$ cat config.mk
export PLATFORM = sky130hd
export DESIGN_NAME = event_blinker
export DESIGN_NICKNAME = d
export VERILOG_FILES = /design/src/rtl/event_blinker.sv
export SDC_FILE = /design/constraint.sdc
export NUM_CORES = 1
export LEC_CHECK = 0
export CORE_MARGIN = 3
export CORE_UTILIZATION = 35
export CTS_BUF_LIST = sky130_fd_sc_hd__clkbuf_8
export DETAILED_ROUTE_END_ITERATION = 10
export DONT_BUFFER_PORTS = 1
export PLACE_DENSITY_LB_ADDON = 0.12
export REMOVE_ABC_BUFFERS = 1
export SLEW_MARGIN = 20
export SYNTH_ARGS = -nofsm -noshare
export SYNTH_HDL_FRONTEND = slang
export SYNTH_SLANG_ARGS = --single-unit
$ cat constraint.sdc
create_clock -name clk -period 5.01 [get_ports clk]
set_input_delay 0 -clock clk [delete_from_list [all_inputs] [get_ports clk]]
set_output_delay 0 -clock clk [all_outputs]
set_load 0.005 [all_outputs]
$ cat src/rtl/event_blinker.sv
// Event blinker: each accepted event produces one LED blink of ON_CYCLES followed by a
// forced OFF_CYCLES gap. Events arriving mid-blink are queued up to MAX_PENDING; any
// further event is dropped and latched in a sticky overflow flag.
module event_blinker #(
  parameter int unsigned ON_CYCLES   = 1_500_000,
  parameter int unsigned OFF_CYCLES  = 1_500_000,
  parameter int unsigned MAX_PENDING = 3,
  parameter bit          ACTIVE_LOW  = 1'b0
) (
  input  logic                               clk,
  input  logic                               reset,
  input  logic                               event_in,
  input  logic                               clr_ovf,
  output logic                               led_out,
  output logic                               busy,
  output logic [$clog2(MAX_PENDING+1)-1:0]   pending,
  output logic                               overflow
);

  localparam int unsigned CntMax = (ON_CYCLES > OFF_CYCLES) ? ON_CYCLES : OFF_CYCLES;
  localparam int unsigned CW     = $clog2(CntMax + 1);
  localparam int unsigned PW     = $clog2(MAX_PENDING + 1);

  localparam logic [CW-1:0] OnLoad  = CW'(ON_CYCLES);
  localparam logic [CW-1:0] OffLoad = CW'(OFF_CYCLES);
  localparam logic [CW-1:0] CntOne  = CW'(1);
  localparam logic [PW-1:0] PendMax = PW'(MAX_PENDING);

  typedef enum logic [1:0] {StIdle, StOn, StOff} state_e;

  state_e          state_q;
  logic [CW-1:0]   cnt_q;
  logic [PW-1:0]   pending_q;
  logic            overflow_q;
  logic            led_q;

  logic            last_off;
  logic            queue_evt;
  logic            pend_inc;
  logic            pend_drop;

  // Classify the incoming event: consumed by the FSM, queued, or dropped when full.
  always_comb begin
    last_off  = (state_q == StOff) && (cnt_q == CntOne);
    // On the last OFF cycle the event either starts the next blink directly or
    // cancels against the queued one being consumed, so it is never queued there.
    queue_evt = event_in && (state_q != StIdle) && !last_off;
    pend_inc  = queue_evt && (pending_q != PendMax);
    pend_drop = queue_evt && (pending_q == PendMax);
  end

  // Blink FSM with shared phase counter, event queue, overflow flag and registered LED.
  always_ff @(posedge clk) begin
    if (reset) begin
      state_q    <= StIdle;
      cnt_q      <= '0;
      pending_q  <= '0;
      overflow_q <= 1'b0;
      led_q      <= ACTIVE_LOW;
    end else begin
      // A drop in the same cycle as a clear keeps the flag set.
      if (pend_drop) begin
        overflow_q <= 1'b1;
      end else if (clr_ovf) begin
        overflow_q <= 1'b0;
      end

      if (pend_inc) begin
        pending_q <= pending_q + 1'b1;
      end

      unique case (state_q)
        StIdle: begin
          if (event_in) begin
            state_q <= StOn;
            cnt_q   <= OnLoad;
            led_q   <= ~ACTIVE_LOW;
          end
        end
        StOn: begin
          if (cnt_q == CntOne) begin
            state_q <= StOff;
            cnt_q   <= OffLoad;
            led_q   <= ACTIVE_LOW;
          end else begin
            cnt_q <= cnt_q - 1'b1;
          end
        end
        StOff: begin
          if (cnt_q == CntOne) begin
            if (pending_q != '0) begin
              state_q <= StOn;
              cnt_q   <= OnLoad;
              led_q   <= ~ACTIVE_LOW;
              // A simultaneous new event replaces the consumed one.
              if (!event_in) begin
                pending_q <= pending_q - 1'b1;
              end
            end else if (event_in) begin
              state_q <= StOn;
              cnt_q   <= OnLoad;
              led_q   <= ~ACTIVE_LOW;
            end else begin
              state_q <= StIdle;
              cnt_q   <= '0;
            end
          end else begin
            cnt_q <= cnt_q - 1'b1;
          end
        end
        default: begin
          state_q <= StIdle;
          cnt_q   <= '0;
          led_q   <= ACTIVE_LOW;
        end
      endcase
    end
  end

  assign led_out  = led_q;
  assign busy     = (state_q != StIdle);
  assign pending  = pending_q;
  assign overflow = overflow_q;

endmodule

==> out/qor.txt <==
port buffer count: 0
slowest cell on the critical path: or4_1
Post-synth EDFFs: 0
H-tree levels: 1
period utilization: 0.551
worst path required time: 5.19 ns
max-slew violations: 0
crit path time final: 2.76 ns
critical path cell sequence: or4_1 > or4b_4 > or2_0 > o31ai_1 > a22oi_1 > mux2_4
register area share after synthesis: 0.340
Slew HR: 0.339
Overflow after GRT: 0
PwrDens: 319 nW/um^2
async set-or-reset flop fraction in the synthesized netlist: 0
synthesis-to-finish area growth: 6.68%
Post-Syn Area: 1590 um^2
Max FO, Critical Path: 8
Crit path largest cell delay: 0.60 ns
Bufs and invs on worst path: 0
Setup Skew: 0.0107 ns
Setup violations, final: 0
crit-path leading delay family: simple AND/OR/NAND/NOR gates
Ys Warns: 0
clock-pin slew on the worst setup and hold paths: 0.10 ns
Yosys cell types: 43
net count reported at finish: 214
Reg-to-Reg Start: cnt_q[15]$_SDFFE_PP0N_
TritonRoute pass-1 iters: 4
Final ANT Viol Nets: 0
vias: 1500
core area: 4200 um^2
detailed-route wire length per cell: 16.1 um
most frequent cell after synthesis: nor2_1
Post-Syn Area per Cell: 7.73 um^2
I/O pins: 9
CP startpoint kind: register
total clock sinks: 27
root buffer cell: clkbuf_8
final hold violation count: 0
clock latency on the worst-skew pair: 0.28 ns
Pwr Total: 542 uW
hold wc startpoint: event_in
Worst Tran Pin Value: 0.982 ns
Post-CTS Setup Bufs: 0
# rows: 23
# hold bufs at CTS: 3
top cell type by total area after synthesis: dfxtp_1
CTS tree: built
Post-synth top cells: nor2_1 (28), dfxtp_1 (27), nand2_1 (19), a21oi_1 (17), o21ai_0 (12)
largest net degree at the start of global routing: 23
max_cap viols: 0
antenna fix cells: 0
Max Clk Rate: 363 MHz
worst hold path type: primary input to register
CP arrival: 2.93 ns
status: finished, final reports clean
CP Capture Type: register
CTS buffer count: 3
Vias per Instance: 5.88
leakage power: 0.634 nW
leading post-synthesis cells by cell area: dfxtp_1 (34%), nor2_1 (6.6%), a21oi_1 (5.3%), nand2_1 (4.5%), xnor2_1 (4.4%)
Setup TNS: 0 ns
initial antenna violation count: 0
# DRC: 0
Post-Synthesis Cells: 206
Die Wd: 73.4 um
Placer Congestion: 0.823
Detailed Route WL: 4.10 mm
Starting Density: 0.379
Crit. Startpoint: cnt_q[15]$_SDFFE_PP0N_
DR iter-0 viols: 117
Die Y: 73.4 um
top cell type's share of synthesized area: 0.340
die area: 5390 um^2
share of cells above drive strength 1: 0.0341
vias in the first global route: 1508
Clock Path Buffers: 2
prevailing post-synth register cell: dfxtp_1
cts repair resizes: 0
Peak VDD IR: 0.000133 V
all-layer global routing usage: 0.170
global-route wire length before repair: 7.09 mm
synthesis-stage register bit count: 27
RSZ-0062 raised after global routing: false
HPWL after DPL: 3.02 mm
kind of critical path: register to register
[cell usage in the layout, fill, tap and decap left out, types with 5 or more instances in the layout]
master and instances:
nor4_1 8, xor2_1 8, a21oi_1 17, o21ai_0 12, dfxtp_1 27, xnor2_1 8
a31oi_1 6, inv_1 9, nand4_1 5, nand2_1 19, nor2_1 28, nor3_1 6
[stage by stage]
stage / cell area, um^2 / hold WS [ns] / instances / worst slack (ns) / util
2_1_floorplan: 1560 / 0.0691 / 198 / 2.50 / -
3_3_place_gp: 1620 / 0.0725 / 248 / 2.31 / 0.386
3_5_place_dp: 1620 / 0.0734 / 248 / 2.30 / 0.386
4_1_cts: 1700 / 0.0191 / 255 / 2.28 / 0.404
5_1_grt: 1700 / 0.0532 / 255 / 1.95 / 0.404
6_report: 1700 / 0.0205 / 255 / 2.25 / 0.404
[metal layers]
layer | GRT usage | share of wire | up-vias | wire (um)
li1 | - | - | 740 | -
met1 | 0.214 | 0.45 | 718 | 1860
met2 | 0.288 | 0.48 | 38 | 1950
met3 | 0.0465 | 0.059 | 4 | 242
met4 | 0.0382 | 0.0095 | 0 | 39
met5 | 0 | 0 | - | 0
[tightest hold or removal path: cells and delay by family]
kind,cells,cell delay [ns]
compound gates,1,0.10
simple gates,2,0.17
[final cells by class]
cell class                      count  area (um^2)
Multi-Input combinational cell    163          990
Clock inverter                      1         3.75
Clock buffer                        3         41.3
Tap cell                           50         62.6
Inverter                            8         30.0
Fill cell                         431         2500
Timing Repair Buffer                3         30.0
Sequential cell                    27          541
[power breakdown]
| group | internal (mW) | switching (mW) |
|---|---|---|
| Combinational | 0.0640 | 0.0905 |
| Clock | 0.0550 | 0.0691 |
| Sequential | 0.235 | 0.0285 |
| Total | 0.354 | 0.188 |
[state kept, by name (all words and copies together) (netlist names)]
name      count
cnt_q        21
overflow      1
pending       2
led_out       1
state_q       2
[worst paths after layout]
| kind | cells past startpoint | end | slack, ns |
|---|---|---|---|
| worst max-delay path | 6 | pending[0]$_SDFF_PP0_ | 2.25 |
| worst min-delay path | 3 | state_q[0]$_SDFFE_PP0P_ | 0.02 |
| worst max register to register | 6 | pending[0]$_SDFF_PP0_ | 2.25 |
| worst min register to register | 2 | cnt_q[0]$_SDFFE_PP0N_ | 0.53 |
[cells by family after synthesis]
kind of cell,after synthesis,share of synthesized area
and+or+nand+nor,89,0.289
xor gates and xnor gates,16,0.0881
AOI/OAI and AO/OA,53,0.204
muxes,1,0.00943
buffers and inverters,16,0.0385
adders and majority gates,4,0.0314
DFF,27,0.340
No activity file was read; power rests on OpenSTA's default activity.
